[src/rtl/fetch_unit.sv]
// Instruction fetch stage: issues 4-word read bursts to the unified memory from a
// sequential fetch PC, queues the returned words with their PCs and hands them to
// decode over a valid/ready handshake. A redirect flushes everything and restarts
// fetch at the new target.
module fetch_unit #(
    parameter logic [31:0] RESET_PC = 32'h8002_0000,
    parameter int unsigned QDEPTH   = 8
) (
    input  logic        clk,
    input  logic        reset,
    output logic [31:0] mem_addr,
    output logic        mem_enable,
    output logic        mem_rd_wr,
    output logic [1:0]  mem_access_size,
    output logic [31:0] mem_data_in,
    input  logic [31:0] mem_data_out,
    input  logic        mem_busy,
    input  logic        redirect_valid,
    input  logic [31:0] redirect_pc,
    output logic        inst_valid,
    output logic [31:0] inst_data,
    output logic [31:0] inst_pc,
    input  logic        inst_ready
);

    localparam int unsigned PtrW = $clog2(QDEPTH);
    localparam int unsigned CntW = PtrW + 1;
    // A burst may only start when all four returning words are guaranteed a slot.
    localparam logic [CntW-1:0] IssueMax = CntW'(QDEPTH - 4);

    localparam logic [1:0] StIdle  = 2'd0;
    localparam logic [1:0] StBurst = 2'd1;
    localparam logic [1:0] StDrain = 2'd2;

    logic [1:0]      state_q, state_d;
    logic [1:0]      beat_q, beat_d;
    logic [31:0]     fetch_pc_q, fetch_pc_d;
    logic [PtrW-1:0] wr_ptr_q, wr_ptr_d;
    logic [PtrW-1:0] rd_ptr_q, rd_ptr_d;
    logic [CntW-1:0] count_q, count_d;
    logic [31:0]     data_q [QDEPTH];
    logic [31:0]     pc_q   [QDEPTH];

    logic        capture;
    logic [1:0]  cap_idx;
    logic [31:0] cap_pc;
    logic        enq;
    logic        deq;

    // Word i of a burst arrives one cycle after beat i; word 3 lands during DRAIN.
    always_comb begin
        capture = ((state_q == StBurst) && (beat_q != 2'd0)) || (state_q == StDrain);
        cap_idx = (state_q == StDrain) ? 2'd3 : (beat_q - 2'd1);
        cap_pc  = fetch_pc_q + {28'd0, cap_idx, 2'b00};
        enq     = capture && !redirect_valid;
        deq     = inst_valid && inst_ready;
    end

    // Next-state: fetch FSM, queue pointers and occupancy, redirect flush.
    always_comb begin
        state_d    = state_q;
        beat_d     = 2'd0;
        fetch_pc_d = fetch_pc_q;
        wr_ptr_d   = wr_ptr_q;
        rd_ptr_d   = rd_ptr_q;
        count_d    = count_q;

        if (enq) wr_ptr_d = wr_ptr_q + PtrW'(1);
        if (deq) rd_ptr_d = rd_ptr_q + PtrW'(1);
        case ({enq, deq})
            2'b10:   count_d = count_q + CntW'(1);
            2'b01:   count_d = count_q - CntW'(1);
            default: count_d = count_q;
        endcase

        case (state_q)
            StIdle: begin
                if (!mem_busy && (count_q <= IssueMax)) state_d = StBurst;
            end
            StBurst: begin
                beat_d = beat_q + 2'd1;
                if (beat_q == 2'd3) state_d = StDrain;
            end
            StDrain: begin
                fetch_pc_d = fetch_pc_q + 32'd16;
                // Our own burst ends at this edge, so the next one can issue
                // back-to-back when the queue (including word 3) leaves room.
                state_d = (count_d <= IssueMax) ? StBurst : StIdle;
            end
            default: state_d = StIdle;
        endcase

        if (redirect_valid) begin
            state_d    = StIdle;
            beat_d     = 2'd0;
            fetch_pc_d = redirect_pc & ~32'h3;
            wr_ptr_d   = '0;
            rd_ptr_d   = '0;
            count_d    = '0;
        end
    end

    // Control state registers.
    always_ff @(posedge clk) begin
        if (reset) begin
            state_q    <= StIdle;
            beat_q     <= 2'd0;
            fetch_pc_q <= RESET_PC;
            wr_ptr_q   <= '0;
            rd_ptr_q   <= '0;
            count_q    <= '0;
        end else begin
            state_q    <= state_d;
            beat_q     <= beat_d;
            fetch_pc_q <= fetch_pc_d;
            wr_ptr_q   <= wr_ptr_d;
            rd_ptr_q   <= rd_ptr_d;
            count_q    <= count_d;
        end
    end

    // Queue storage; cleared on reset so the head reads as zero until filled.
    always_ff @(posedge clk) begin
        if (reset) begin
            for (int i = 0; i < QDEPTH; i++) begin
                data_q[i] <= '0;
                pc_q[i]   <= '0;
            end
        end else if (enq) begin
            data_q[wr_ptr_q] <= mem_data_out;
            pc_q[wr_ptr_q]   <= cap_pc;
        end
    end

    // Memory port and decode-facing outputs.
    always_comb begin
        mem_enable      = (state_q == StBurst);
        mem_addr        = fetch_pc_q;
        mem_rd_wr       = 1'b1;
        mem_access_size = 2'd1;
        mem_data_in     = '0;
        inst_valid      = (count_q != '0);
        inst_data       = data_q[rd_ptr_q];
        inst_pc         = pc_q[rd_ptr_q];
    end

endmodule

[config.mk]
export PLATFORM = sky130hd
export DESIGN_NAME = fetch_unit
export DESIGN_NICKNAME = d
export VERILOG_FILES = /design/src/rtl/fetch_unit.sv
export SDC_FILE = /design/constraint.sdc
export NUM_CORES = 1
export LEC_CHECK = 0
export ABC_AREA = 1
export BUFFER_PORTS_ARGS = -buffer_cell sky130_fd_sc_hd__buf_2
export CAP_MARGIN = 20
export CORE_MARGIN = 2
export CORE_UTILIZATION = 30
export DETAILED_ROUTE_END_ITERATION = 7
export HOLD_SLACK_MARGIN = 0.15
export PLACE_DENSITY = 0.49
export SYNTH_ARGS = -nofsm -noshare
export SYNTH_HDL_FRONTEND = slang
export SYNTH_SLANG_ARGS = --single-unit
[constraint.sdc]
create_clock -name clk -period 4.3 [get_ports clk]
set_clock_uncertainty 0.2 [all_clocks]
set_input_delay 0 -clock clk [delete_from_list [all_inputs] [get_ports clk]]
set_output_delay 0 -clock clk [all_outputs]
set_load 0.01 [all_outputs]
==> After elaboration in Yosys (flattened, before gate mapping) <==
Memories as Yosys holds them, arrays and structs flattened. A register that Yosys moved wholly into a read port is not among the register bits.
Cells that the tools add are included.
{ "word_totals": {"register_bits": 46, "ram_bits": 512, "in_bits": 69, "out_inout_bits": 133, "wordCells": 66, "mem_count": 2} }
{ "op_classes": {"reduce_logical": 16, "n_eq_ne": 7, "magnitude_cmp": 2, "addsub": 8, "n_bitwise": 1, "n_mux": 23} }
{ "mem_list": {"columns": ["name", "depth", "width", "rd", "rd_ports_with_merged_regs", "write_ports", "line_no", "text"], "rows": [
  ["data_q", 8, 32, 1, 1, 8, "41", "logic [31:0] data_q [QDEPTH];"],
  ["pc_q", 8, 32, 1, 1, 8, "42", "logic [31:0] pc_q [QDEPTH];"]
]} }
{ "op_table": {"columns": ["op", "n"], "rows": [
  ["two-way mux 32 bit", 4],
  ["OR reduction 32 bit", 2],
  ["adder 32 x 4 -> 32 bit", 1],
  ["adder 32 x 5 -> 32 bit (second input constant)", 1],
  ["two-way mux 3 bit", 6],
  ["less-or-equal comparator 4 x 3 -> 1 bit (second input constant)", 2],
  ["two-way mux 1 bit", 8],
  ["case mux 4 bit (2 select lines)", 1],
  ["adder 3 x 1 -> 3 bit (second input constant)", 2],
  ["== test 2 bit (second input constant)", 3],
  ["two-way mux 2 bit", 3],
  ["case mux 2 bit (3 select lines)", 1],
  ["adder 4 x 1 -> 4 bit (second input constant)", 1],
  ["== test 2 x 1 -> 1 bit (second input constant)", 2],
  ["logical AND 1 bit", 4],
  ["nonzero test 2 bit", 2],
  ["nonzero test 4 bit", 1],
  ["subtractor 4 x 1 -> 4 bit (second input constant)", 1],
  ["OR reduction 3 bit", 1],
  ["adder 2 x 1 -> 2 bit (second input constant)", 1],
  ["zero test 1 bit", 2],
  ["zero test 2 bit", 1],
  ["!= test 2 x 1 -> 1 bit (second input constant)", 1],
  ["!= test 2 bit (second input constant)", 1],
  ["other kinds (5)", 5]
]} }

==> Logic depth before layout (Yosys ltp) <==
{ "depth": {"ltp_word": 9, "depth_mapped": 20, "mapped_depth_nobuf": 20} }

==> Least setup slack after synthesis <==
OpenSTA, ideal clock, no wires.
{ "synth_timing": {"kind": "reg-to-reg", "start": "register beat_q[0]", "end": "memory data_q[0][0], enable pin", "synth_period_minus_slack_ns": 3.436, "setup_slack_ns": 0.864, "arrival_ns": 2.815, "required_ns": 3.679, "n_path_buf": 1, "setup_time_ns": 0.421, "stages_incl_launch_ff": 11, "path_cell_list": "dfxtp_1 -> inv_1 -> ha_1 -> o21ai_2 -> nand2_2 -> nor2_1 -> inv_2 -> nor2_8 -> nand2_4 -> buf_2 -> nand2_1"} }
{ "synth_lines": {"columns": ["item", "line_no", "text"], "rows": [
  ["start, declared", "36", "logic [1:0] beat_q, beat_d;"],
  ["start signal, assigned", "114", "beat_q <= beat_d;"],
  ["end, declared", "41", null]
]} }

==> Final worst setup path <==
{ "layout_timing": {"start": "register beat_q[0]", "end": "register state_q[0]"} }
{ "layout_between": {"elab_chain_cells": 9, "elab_cells_between_ends": 13, "classes_between": "1 x order compare; 4 x eq/ne; 3 x mux; 5 x reduce/logical"} }
{ "layout_rtl": {"columns": ["item", "line_no", "text"], "rows": [
  ["nonzero test 2 bit", "52", "capture = ((state_q == StBurst) && (beat_q != 2'd0)) || (state_q == StDrain);"],
  ["logical AND 1 bit", "52", null],
  ["logical OR 1 bit", "52", null],
  ["logical AND 1 bit", "55", "enq = capture && !redirect_valid;"],
  ["== test 2 x 1 -> 1 bit or == test 2 bit (tied branches)", "70", "case ({enq, deq})"],
  ["case mux 4 bit (2 select lines)", "70", null],
  ["less-or-equal comparator 4 x 3 -> 1 bit", "88", "state_d = (count_d <= IssueMax) ? StBurst : StIdle;"],
  ["two-way mux 1 bit", "88", null],
  ["case mux 2 bit (3 select lines)", "76", "case (state_q)"],
  ["end signal, assigned", "106", "state_q <= StIdle;"],
  ["end signal, assigned", "113", "state_q <= state_d;"],
  ["end, declared", "35", "logic [1:0] state_q, state_d;"]
]} }
Parallel ways exist; a longest one is shown, timed or not.
A chain may end at the register's enable or synchronous reset.

==> metrics <==
combinational share of power 0.058; worst path required time roughly 4.7 ns; Routed WL per cell ~20 um; HP Class input port to flip-flop; initial antenna violation count 0; register area share after synthesis 0.636; Post-Route Setup TNS 0 ns; DRC 0; Synth async-reset ratio 0; n_diodes 0; Post-synth top cells nor2_1 (995), edfxtp_1 (496), o21ai_0 (280); GP Congestion 0.853; status complete, no violations; synthesized area per cell about 9.7 um2; vias in the first global route a little under 20000; layout cell share with drive strength beyond 1 0.112; H-tree levels 2; Final Cycle Share 0.808; estimated wirelength of the detail-placed design between 40000 and 50000 um; Critical-path top delay cell dlygate4sd3_1; WP buf/inv 4; synth unique cells 42; Area Growth Syn to Fin 22.3%; FF-to-FF path depth 18; gr usage total 0.179; Syn Std Cell Area 0.0249 mm2; EDFF count, synth ~500; top cell type's share of synthesized area 0.598; top post-synthesis cells by area edfxtp_1 (60%), nor2_1 (15%), o21ai_0 (5.6%); maximum VDD drop 0.315 mV; Worst slew margin 0.256; # IOs slightly above 200; post-synth top area cell edfxtp_1; DR vias 19500; Final min period ~3.5 ns; Row Count ~110; Worst-Skew Late Latency 0.64 ns; Core ar. between 0.08 and 0.09 mm2; Setup Crit Path Kind flip-flop to flip-flop; Die Y between 200 and 300 um; worst reg2reg endpoint state_q[0]; sequential power share 0.507; fillcell total around 8200; antenna-violating nets left 0; Max Cap Violations 0; synthesis warning total 0; Cells after Synth between 2000 and 3000; CP endpoint kind flip-flop; die width between 200 and 300 um; R2R setup slack roughly 0.8 ns; Final Hold Viols 0; P_leak ~12 nW; first-pass GRT wire length ~120000 um; #FFs+latches synth ~540; worst r2r src beat_q[0]; Vias/cell a little under 5; switch share 0.227; Finish-stage setup viols 0; number of slew-limit violations in the final report 0; Max clock buf depth 3; RSZ-0062 raised after global routing false; startpoint types flip-flop; maximum net fanout on the critical path 7; pwr dens ~390 mW/mm2; CTS clk-pin slew, worst paths ~0.07 ns; total gr overflow 0; area of the multi-input gates between 0.007 and 0.008 mm2; switching power total 2.68 mW; CTS buffer count 59; Worst setup endpoint state_q[0]; most numerous cell in the Yosys netlist nor2_1; FF/Latch Area between 0.015 and 0.02 mm2; CTS tree done; initial drt markers roughly 1700; Total Routed Length 77400 um; Worst-Margin Slew between 1 and 1.5 ns; CTS root buf clkbuf_16; drt pass-1 iters 5; Crit path depth 18; Clk network pwr share 0.435; CP cell instances inv_1 -> ha_1 -> o21ai_2 -> nand2_2 -> ha_1 -> nand2_1 -> inv_1 -> nor2_1 -> ha_1 -> or2_2 -> o21ai_0 -> nand2_1 -> nand3_1 -> nand2_1 -> inv_1 -> nand3_1 -> a21oi_1 -> dlygate4sd3_1; Final #Nets 2921; die area roughly 0.085 mm2; cell-internal power roughly 9.1 mW; port bufs 160; Initial Util 0.303; max incr delay on CP roughly 0.56 ns; top_reg_cell synth edfxtp_1; largest net degree at the start of global routing roughly 110; Power, Total between 10 and 15 mW; crit path from beat_q[0]; FMAX approximately 0.29 GHz; CP arrival 3.83 ns; cell family with most CP delay simple AND/OR/NAND/NOR gates; CTS Sinks between 500 and 600
==> flip-flops by register name, summed over array words and instances, names as in the netlist, named ones only <==
signal    flops
beat_q        2
count_q       4
wr_ptr_q      3
data_q      256
rd_ptr_q      3
pc_q        240
state_q       2
mem_addr     30
==> power by group through the flow <==
stage	Clock, mW	Sequential [mW]	Combinational (mW)
2_1_floorplan	0	6.09	0.330
3_3_place_gp	0	6.09	0.557
3_5_place_dp	0	6.10	0.564
4_1_cts	5.25	5.99	0.690
5_1_grt	5.45	6.00	0.753
6_report	5.15	5.99	0.686
==> cells in the final DEF, fill, tap and decap left out, types with 2 or more instances in the layout <==
cell             n
clkinv_2         9
inv_2            5
dfxtp_1         45
buf_4           23
nor2_1         995
dlygate4sd3_1  181
nor2_4           3
edfxtp_1       496
a22oi_1          2
xor2_1          26
a21oi_1         25
clkbuf_16       60
clkinv_1        17
ha_1            10
bufinv_16        7
o21ai_0        280
nand2_4          6
clkinvlp_4       4
nand4_1          5
nand2_2         15
xnor2_1         13
nand3_1         25
a31oi_1         75
or2_2            2
buf_2          160
inv_6            2
nor2_2           4
nor3_1           4
dfxtp_4          2
clkbuf_1        10
nand2_1        136
inv_1          111
o22ai_1         63
buf_12          12
conb_1          39
==> layout make-up <==
cell class                      instances  area share
Clock inverter                         40      0.0134
Inverter                              119      0.0151
Tap cell                             1070      0.0440
Clock buffer                           70      0.0505
Timing Repair Buffer                  376      0.0994
Multi-Input combinational cell       1742       0.257
Sequential cell                       543       0.520
==> routing by layer <==
metal / global-route usage / part of all wire / up-vias
met4: 0.0443 / 0.020 / 0
met2: 0.305 / 0.48 / 582
met5: 0 / 0 / -
met3: 0.0306 / 0.061 / 106
met1: 0.236 / 0.44 / 9638
li1: - / - / 9131
==> worst min-delay path by stage <==
stage                          start       endpoint  slack [ns]  depth (start not counted)
CTS                 mem_data_out[18]  data_q[1][18]        0.15                          4
floorplan             redirect_pc[2]    mem_addr[2]       -0.07                          2
finish               mem_data_out[8]   data_q[1][8]        0.17                          4
detailed placement    redirect_pc[2]    mem_addr[2]        0.03                          3
global placement      redirect_pc[3]    mem_addr[3]        0.03                          3
global route         mem_data_out[8]   data_q[4][8]        0.18                          4
==> timing repair <==
| action | in CTS | in global routing |
|---|---|---|
| hold endpoints to repair | 299 | 0 |
| buffers inserted | 0 | 0 |
| setup endpoints to repair | 0 | 0 |
| hold buffers | 181 | 0 |
| resized for setup | 0 | 0 |
==> worst reg2reg max path: stages, from the launching register on <==
cell and delay (ns):
dfxtp_1 0.37, inv_1 0.06, ha_1 0.20, o21ai_2 0.19, nand2_2 0.14, ha_1 0.29, nand2_1 0.09, inv_1 0.06
nor2_1 0.16, ha_1 0.26, or2_2 0.26, o21ai_0 0.11, nand2_1 0.08, nand3_1 0.09, nand2_1 0.05, inv_1 0.05
nand3_1 0.06, a21oi_1 0.11, dlygate4sd3_1 0.56
==> metrics by stage <==
step           setup WS, ns  area, um2   util  hold WS (ns)  std cells
2_1_floorplan         0.864      25000      -       -0.0651       2604
3_3_place_gp          0.962      26700  0.325        0.0256       3669
3_5_place_dp          0.920      26700  0.325        0.0333       3669
4_1_cts               0.836      30500  0.371         0.151       3960
5_1_grt               0.587      30500  0.371         0.184       3960
6_report              0.825      30500  0.371         0.171       3960
==> kinds of logic after synthesis <==
kind of cell	Yosys count	synth area share
AO/OA/AOI/OAI	450	0.0985
AND/OR/NAND/NOR	1202	0.188
other	2	0.000302
adder cells (fa/ha/maj)	11	0.00583
XOR/XNOR	40	0.0144
flip-flops	543	0.636
buffers and inverters	319	0.0568
No activity file was read; power rests on OpenSTA's default activity.
